`src/rtl/sram_pkg.sv`:
```
// rtl/sram_pkg.sv - shared state encoding, defaults and address helper for the SRAM controller
package sram_pkg;

    typedef enum logic [1:0] {
        ST_IDLE = 2'd0,
        ST_LO   = 2'd1,
        ST_HI   = 2'd2,
        ST_DONE = 2'd3
    } state_t;

    localparam logic [31:0] BASE_ADDR_DEFAULT = 32'd1024;
    localparam int          SRAM_DW           = 16;

    // 32-bit word index of a byte address relative to the SRAM window base
    function automatic logic [29:0] word_index(input logic [31:0] addr, input logic [31:0] base);
        logic [31:0] off;
        off = addr - base;
        return off[31:2];
    endfunction

endpackage

```
`src/rtl/sram_rd_buffer.sv`:
```
// rtl/sram_rd_buffer.sv - one-entry read buffer {valid, word, data}, used when MEM_SRAM_RDBUF_EN is defined
module sram_rd_buffer #(
    parameter int WAW = 17
) (
    input  logic           clk,
    input  logic           rst,
    input  logic           fill,
    input  logic [WAW-1:0] fill_word,
    input  logic [31:0]    fill_data,
    input  logic           inval,
    input  logic [WAW-1:0] inval_word,
    input  logic [WAW-1:0] look_word,
    output logic           hit,
    output logic [31:0]    hit_data
);

    logic           valid;
    logic [WAW-1:0] word;
    logic [31:0]    data;

    always_ff @(posedge clk) begin
        if (rst) begin
            valid <= 1'b0;
            word  <= '0;
            data  <= '0;
        end else if (fill) begin
            valid <= 1'b1;
            word  <= fill_word;
            data  <= fill_data;
        end else if (inval && inval_word == word) begin
            valid <= 1'b0;
        end
    end

    assign hit      = valid && (look_word == word);
    assign hit_data = data;

endmodule

```
`src/rtl/mem_sram_ctrl.sv`:
```
// rtl/mem_sram_ctrl.sv - 32-bit MEM-stage load/store as two 16-bit SRAM accesses with pipeline freeze
// Optional read buffer enabled by defining MEM_SRAM_RDBUF_EN.
module mem_sram_ctrl
    import sram_pkg::*;
#(
    parameter logic [31:0] BASE_ADDR   = BASE_ADDR_DEFAULT,
    parameter int          SRAM_AW     = 18,
    parameter int          WAIT_CYCLES = 2
) (
    input  logic               clk,
    input  logic               rst,
    input  logic               rd_en,
    input  logic               wr_en,
    input  logic [31:0]        addr,
    input  logic [31:0]        wr_data,
    output logic [31:0]        rd_data,
    output logic               ready,
    output logic [SRAM_AW-1:0] sram_addr,
    output logic [SRAM_DW-1:0] sram_dq_out,
    output logic               sram_dq_oe,
    input  logic [SRAM_DW-1:0] sram_dq_in,
    output logic               sram_we_n
);

    localparam int         WAW      = SRAM_AW - 1;
    localparam logic [3:0] LAST     = 4'(WAIT_CYCLES - 1);
    localparam logic [3:0] PRE_LAST = 4'(WAIT_CYCLES - 2);

    state_t         state;
    logic [3:0]     cnt;
    logic           op_wr;
    logic [WAW-1:0] word_q;
    logic [31:0]    wdata_q;

    logic           req;
    logic [29:0]    idx;
    logic [WAW-1:0] word_in;
    logic           unused_idx;
    logic           buf_hit;
    logic [31:0]    buf_data;

    assign req        = rd_en | wr_en;
    assign idx        = word_index(addr, BASE_ADDR);
    assign word_in    = idx[WAW-1:0];
    assign unused_idx = ^idx[29:WAW];

    always_comb begin
        ready = 1'b0;
        if (state == ST_IDLE)
            ready = ~req;
        else if (state == ST_DONE)
            ready = 1'b1;
    end

`ifdef MEM_SRAM_RDBUF_EN
    sram_rd_buffer #(.WAW(WAW)) u_rd_buffer (
        .clk        (clk),
        .rst        (rst),
        .fill       (state == ST_HI && cnt == LAST && !op_wr),
        .fill_word  (word_q),
        .fill_data  ({sram_dq_in, rd_data[15:0]}),
        .inval      (state == ST_IDLE && wr_en),
        .inval_word (word_in),
        .look_word  (word_in),
        .hit        (buf_hit),
        .hit_data   (buf_data)
    );
`else
    assign buf_hit  = 1'b0;
    assign buf_data = '0;
`endif

    // we_n rises one cycle before each half ends so address/data outlive the strobe
    always_ff @(posedge clk) begin
        if (rst) begin
            state       <= ST_IDLE;
            cnt         <= '0;
            op_wr       <= 1'b0;
            word_q      <= '0;
            wdata_q     <= '0;
            rd_data     <= '0;
            sram_addr   <= '0;
            sram_dq_out <= '0;
            sram_dq_oe  <= 1'b0;
            sram_we_n   <= 1'b1;
        end else begin
            case (state)
                ST_IDLE: begin
                    if (req) begin
                        op_wr   <= wr_en;
                        word_q  <= word_in;
                        wdata_q <= wr_data;
                        cnt     <= '0;
                        if (!wr_en && buf_hit) begin
                            state   <= ST_DONE;
                            rd_data <= buf_data;
                        end else begin
                            state       <= ST_LO;
                            sram_addr   <= {word_in, 1'b0};
                            sram_dq_out <= wr_data[15:0];
                            sram_dq_oe  <= wr_en;
                            sram_we_n   <= ~wr_en;
                        end
                    end
                end
                ST_LO: begin
                    if (cnt == LAST) begin
                        if (!op_wr)
                            rd_data[15:0] <= sram_dq_in;
                        state       <= ST_HI;
                        cnt         <= '0;
                        sram_addr   <= {word_q, 1'b1};
                        sram_dq_out <= wdata_q[31:16];
                        sram_we_n   <= ~op_wr;
                    end else begin
                        cnt <= cnt + 4'd1;
                        if (cnt == PRE_LAST)
                            sram_we_n <= 1'b1;
                    end
                end
                ST_HI: begin
                    if (cnt == LAST) begin
                        if (!op_wr)
                            rd_data[31:16] <= sram_dq_in;
                        state      <= ST_DONE;
                        cnt        <= '0;
                        sram_dq_oe <= 1'b0;
                        sram_we_n  <= 1'b1;
                    end else begin
                        cnt <= cnt + 4'd1;
                        if (cnt == PRE_LAST)
                            sram_we_n <= 1'b1;
                    end
                end
                default: begin
                    state <= ST_IDLE;
                end
            endcase
        end
    end

endmodule

```
`config.mk`:
```
export PLATFORM = sky130hd
export DESIGN_NAME = mem_sram_ctrl
export DESIGN_NICKNAME = d
export VERILOG_FILES = /design/src/rtl/sram_pkg.sv /design/src/rtl/sram_rd_buffer.sv /design/src/rtl/mem_sram_ctrl.sv
export SDC_FILE = /design/constraint.sdc
export NUM_CORES = 1
export LEC_CHECK = 0
export CAP_MARGIN = 20
export CORE_UTILIZATION = 32
export DETAILED_ROUTE_END_ITERATION = 8
export SLEW_MARGIN = 25
export SYNTH_ARGS = -nofsm -noshare
export SYNTH_HDL_FRONTEND = slang
export SYNTH_HIERARCHICAL = 1
export SYNTH_SLANG_ARGS = --single-unit
```
`constraint.sdc`:
```
create_clock -name clk -period 3.43 [get_ports clk]
set_input_delay 0.343 -clock clk [delete_from_list [all_inputs] [get_ports clk]]
set_output_delay 0.343 -clock clk [all_outputs]
set_load 0.02 [all_outputs]
```
# Yosys cells after proc, flatten, opt, wreduce, memory -nomap -nowiden
# Cells that the tools add are included.
word_totals:
  regBits: 124
  latch_bits: 0
  ramBits: 0
  romBits: 0
  elab_cells: 62
  mem_count: 0
op_classes:
  n_addsub: 2
  n_mul: 0
  n_div: 0
  order_cmp: 0
  eq_ne: 7
  n_shift: 0
  muxes: 23
  bitwise: 4
  n_reduce_logical: 15
op_table:
  columns: ["cell", "count"]
  rows:
  - ["2-to-1 mux 18 bit", 2]
  - ["one-hot mux 18 bit (2 select lines)", 1]
  - ["2-to-1 mux 16 bit", 2]
  - ["one-hot mux 16 bit (2 select lines)", 1]
  - ["subtractor 19 x 11 -> 19 bit, second input constant", 1]
  - ["AND reduction 3 bit", 5]
  - ["2-to-1 mux 1 bit", 8]
  - ["2-to-1 mux 4 bit", 2]
  - ["one-hot mux 4 bit (2 select lines)", 1]
  - ["2-to-1 mux 2 bit", 3]
  - ["!= test 2 bit, second input constant", 3]
  - ["one-hot mux 2 bit (3 select lines)", 1]
  - ["AND reduction 2 bit", 3]
  - ["nonzero test 2 bit", 3]
  - ["adder 4 x 1 -> 4 bit, second input constant", 1]
  - ["== test 2 bit, second input constant", 2]
  - ["== test 4 x 1 -> 1 bit, second input constant", 1]
  - ["logical NOT 4 bit", 1]
  - ["NOT 1 bit", 3]
  - ["one-hot mux 1 bit (3 select lines)", 1]
  - ["nonzero test 3 bit", 1]
  - ["== test 2 x 1 -> 1 bit, second input constant", 1]
  - ["logical NOT 2 bit", 1]
  - ["one-hot mux 1 bit (2 select lines)", 1]
  - ["other kinds (2)", 2]

# Longest topological paths before layout
depth:
  word_depth: 4
  mapped_depth: 8
  ltp_nobuf: 6

# Worst setup path after synthesis
# OpenSTA, ideal clock, no wires.
synth_timing:
  path_type: "reg-to-reg"
  from: "register cnt[1]"
  to: "register sram_addr[13]"
  setup_time_ns: 0.059
  t_arrival_ns: 1.849
  required_time_ns: 3.371
  setup_slack_ns: 1.522
  stages_incl_launch_ff: 7
  path_buffers: 2
  period_less_slack_ns: 1.908
  path_cell_list: "dfxtp_1 > or4b_1 > buf_2 > a211o_1 > buf_6 > a2111oi_4 > a31o_1"
synth_via:
  elab_chain_len: 3
synth_lines:
  columns: ["item", "line", "text"]
  rows:
  - ["start: declaration", "mem_sram_ctrl.sv:30", "logic [3:0] cnt;"]
  - ["start signal: assignment", "mem_sram_ctrl.sv:116", "cnt <= cnt + 4'd1;"]
  - ["start signal: assignment", "mem_sram_ctrl.sv:130", "cnt <= cnt + 4'd1;"]
  - ["== test 4 x 1 -> 1 bit", "mem_sram_ctrl.sv:107", "if (cnt == LAST) begin"]
  - ["!= test 2 bit (no line)", null, null]
  - ["AND reduction 3 bit (no line)", null, null]
  - ["end signal: assignment", "mem_sram_ctrl.sv:99", "sram_addr <= {word_in, 1'b0};"]
  - ["end signal: assignment", "mem_sram_ctrl.sv:112", "sram_addr <= {word_q, 1'b1};"]
  - ["end: declaration", "mem_sram_ctrl.sv:18", "output logic [SRAM_AW-1:0] sram_addr,"]
# Every way passes these cells.
# A chain may end at the register's enable or synchronous reset.

# Worst setup path in the final report
layout_timing:
  from: "register state[1]"
  to: "output ready"
layout_via:
  elab_chain_len: 3
layout_lines:
  columns: ["item", "line", "text"]
  rows:
  - ["start: declaration", "mem_sram_ctrl.sv:29", "state_t state;"]
  - ["start signal: assignment", "mem_sram_ctrl.sv:76", "state <= ST_IDLE;"]
  - ["start signal: assignment", "mem_sram_ctrl.sv:95", "state <= ST_DONE;"]
  - ["start signal: assignment", "mem_sram_ctrl.sv:98", "state <= ST_LO;"]
  - ["== test 2 bit", "mem_sram_ctrl.sv:51", "else if (state == ST_DONE)"]
  - ["2-to-1 mux 1 bit", "mem_sram_ctrl.sv:51", null]
  - ["2-to-1 mux 1 bit (*)", "mem_sram_ctrl.sv:49", "if (state == ST_IDLE)"]
  - ["end: declaration", "mem_sram_ctrl.sv:17", "output logic ready,"]
# Every way passes the cells marked *; elsewhere a longest branch is shown, timed or not.

==> summary.txt <==
Timing
  • Min cycle time layout: 2.82 ns
  • Setup repair after global routing missed its margin: no
  • Final Cycle Share: roughly 82%
  • Final Hold Fails: 0
  • Worst-margin pin slew: around 0.77 ns
  • Rel. slew slack: 48.5%
  • Final Slew Violations: 0
  • Worst Skew: 0.0112 ns
  • Highest Clock Rate: between 300 and 400 MHz
  • # setup viols final: 0
  • Final worst slack: between 0.6 and 0.7 ns
  • Setup TNS: 0 ns

Finish
  • Most frequent cells in the layout: clkdlybuf4s50_1, nand2_1, dfxtp_1
  • Final layout net count: 740
  • Multi-input logic area: about 0.0021 sq mm
  • Commonest non-fill, non-tap cell in the layout: clkdlybuf4s50_1
  • Fillers: roughly 1,300
  • FF+latch area: between 0.002 and 0.0025 sq mm
  • Layout cells sized above 1: 5.19%
  • Area growth from synthesis to layout: 40.8%
  • Ant. Diodes: 0

Placement
  • IO buf count: 137
  • Placement Setup Slack: 0.808 ns
  • Final GP Congestion: 0.768
  • Post-DP HPWL: roughly 8000 um

Yosys
  • Leading area contributor after synthesis: dfxtp_1
  • Post-synth top area share: around half
  • Post-synth ARST share: 0%
  • Avg Inst Size Synth: between 8 and 9 sq um
  • Yosys cell types: 45
  • Sequential fraction of the synthesis area: between 40% and 50%
  • Synth Warn #: 6
  • Yosys reg bits: 108
  • Synth Net Count: 621
  • Post-synth EDFFs: 0
  • Synthesized instance count: 531
  • Synthesized area: ~0.0045 sq mm
  • Ranking of synthesized cells by area: dfxtp_1, nand2_1, a21oi_1
  • Top_reg_cell synth: dfxtp_1

Die
  • Die Y: roughly 120 um
  • Die Wd: 120 um
  • I/O pin count: 153
  • Die ar.: between 0.01 and 0.015 sq mm
  • Row cnt: 42
  • Initial Util: between 30 and 40%
  • Core ar.: about 0.013 sq mm

Route
  • Post-DR wirelength/cell: about 14 um
  • Vias: about 4,000
  • First drt pass iteration count: 4
  • Vias/cell: between 4 and 5
  • Post-DRT Antenna Nets: 0
  • Post-route DRC: 0
  • DRT iter0 DRCs: between 200 and 250
  • Final WL: between 10,000 and 15,000 um

Setup path
  • Maximum fanout along the worst path: 7
  • CP Launch Type: flip-flop
  • Required @ worst endpoint: 3.09 ns
  • Worst EP arrival: between 2 and 2.5 ns
  • Critical path capture point type: output port
  • Crit Path Class: reg -> out

GRT
  • Initial antenna violation count: 0
  • Vias in the first global route: 3,911
  • GRT Residual Overflow: 0
  • First-pass GRT wire length: between 15,000 and 20,000 um
  • Largest net degree at the start of global routing: 74
  • Total GRT Usage: approximately 17%

Clock network
  • Skew-Pair Late Insertion Delay: roughly 0.36 ns
  • CTS sink count: 108
  • CTS root buffer: clkbuf_16
  • Post-cts sizing count: 0
  • Post-CTS Setup Bufs: 0
  • CTS clk-pin slew, worst paths: approximately 0.080 ns
  • CTS max path bufs: 2
  • TritonCTS clock tree: done
  • Max H-tree Level: 3
  • CTS Buf Count: 9
  • Cts hold-fix bufs: 0

Run status
  • Status: complete, no violations

Power
  • P_leak: between 2 and 2.5 nW
  • VDD IR-drop max: ~0.45 mV
  • Pwr Density: ~800 mW/mm^2

Hold path
  • Worst min path class: in -> reg

Job
  • Max Cap Viol: 0
[stage by stage]
stage	utilization (%)	hold WS, ns	cell area (sq um)	total power [mW]	instances
floorplan	-	0.436	4450	3.23	531
global placement	44.4	0.441	5950	3.93	815
detailed placement	44.4	0.445	5950	3.97	815
CTS	46.8	0.386	6260	5.09	831
global route	46.8	0.413	6260	5.36	831
finish	46.8	0.402	6260	5.03	831
[metal layers]
metal / track usage, % / vias up / routed length [um]
met4: 6.02 / 0 / 196
met2: 27.5 / 121 / 5460
met3: 5.80 / 14 / 885
met1: 20.7 / 1881 / 5270
met5: 0 / - / 0
li1: - / 2059 / -
[synth_stat cells (3+ instances only)]
cell type and instances:
or3_1 3, a21oi_1 69, nor3_1 5, ha_1 6, mux2i_1 26, nand4_1 4, buf_1 5, clkbuf_1 20
a211oi_1 33, nand3_1 5, inv_1 5, buf_2 9, dfxtp_1 108, a211o_1 3, buf_4 3, nor3b_1 4
nor2_1 44, xnor2_1 3, nand2_1 130, xor2_1 3, o21ai_0 12
[power by group]
part	leakage (nW)	switching, mW	internal, mW	total, mW
registers	0.886	0.175	1.57	1.74
clock network	0.154	0.501	0.602	1.10
logic	1.18	1.27	0.916	2.18
[critical path, stage by stage, from the launching register on]
cell	delay, ns
dfxtp_1	0.36
inv_1	0.10
ha_1	0.29
nor3b_1	0.56
or2_2	0.21
clkdlybuf4s50_1	0.59
[state kept, by name, summed over array words and instances, names as in the netlist]
| signal | flops |
|---|---|
| rd_data | 32 |
| sram_addr | 18 |
| word_q | 17 |
| sram_dq_out | 16 |
| wdata_q | 16 |
| cnt | 4 |
| state | 2 |
| op_wr | 1 |
| sram_dq_oe | 1 |
| sram_we_n | 1 |
[cells by family after synthesis]
group                      synth area share, %
adders and majority gates                 1.69
and+or+nand+nor                           20.4
AOI/OAI and AO/OA                         17.9
buffers and inverters                     4.39
xor gates and xnor gates                  1.18
muxes                                     5.85
DFF                                       48.6
[layout make-up]
cell class / instances / area share [%]
tap: 176 / 3.52
clock inverter: 6 / 1.24
multi-input combinational: 379 / 33.6
sequential: 108 / 34.5
clock buffer: 10 / 3.81
timing repair buffer: 146 / 22.9
inverter: 6 / 0.359
[final timing paths]
check / startpoint / endpoint / slack [ns] / cells after the start
worst min register to register: sram_addr[10] / sram_addr[10] / 0.45 / 2
worst min-delay path: rst / word_q[4] / 0.40 / 2
worst max-delay path: state[1] / ready / 0.61 / 5
worst max register to register: state[1] / sram_addr[13] / 1.09 / 7
(Power assumes the default switching activity.)
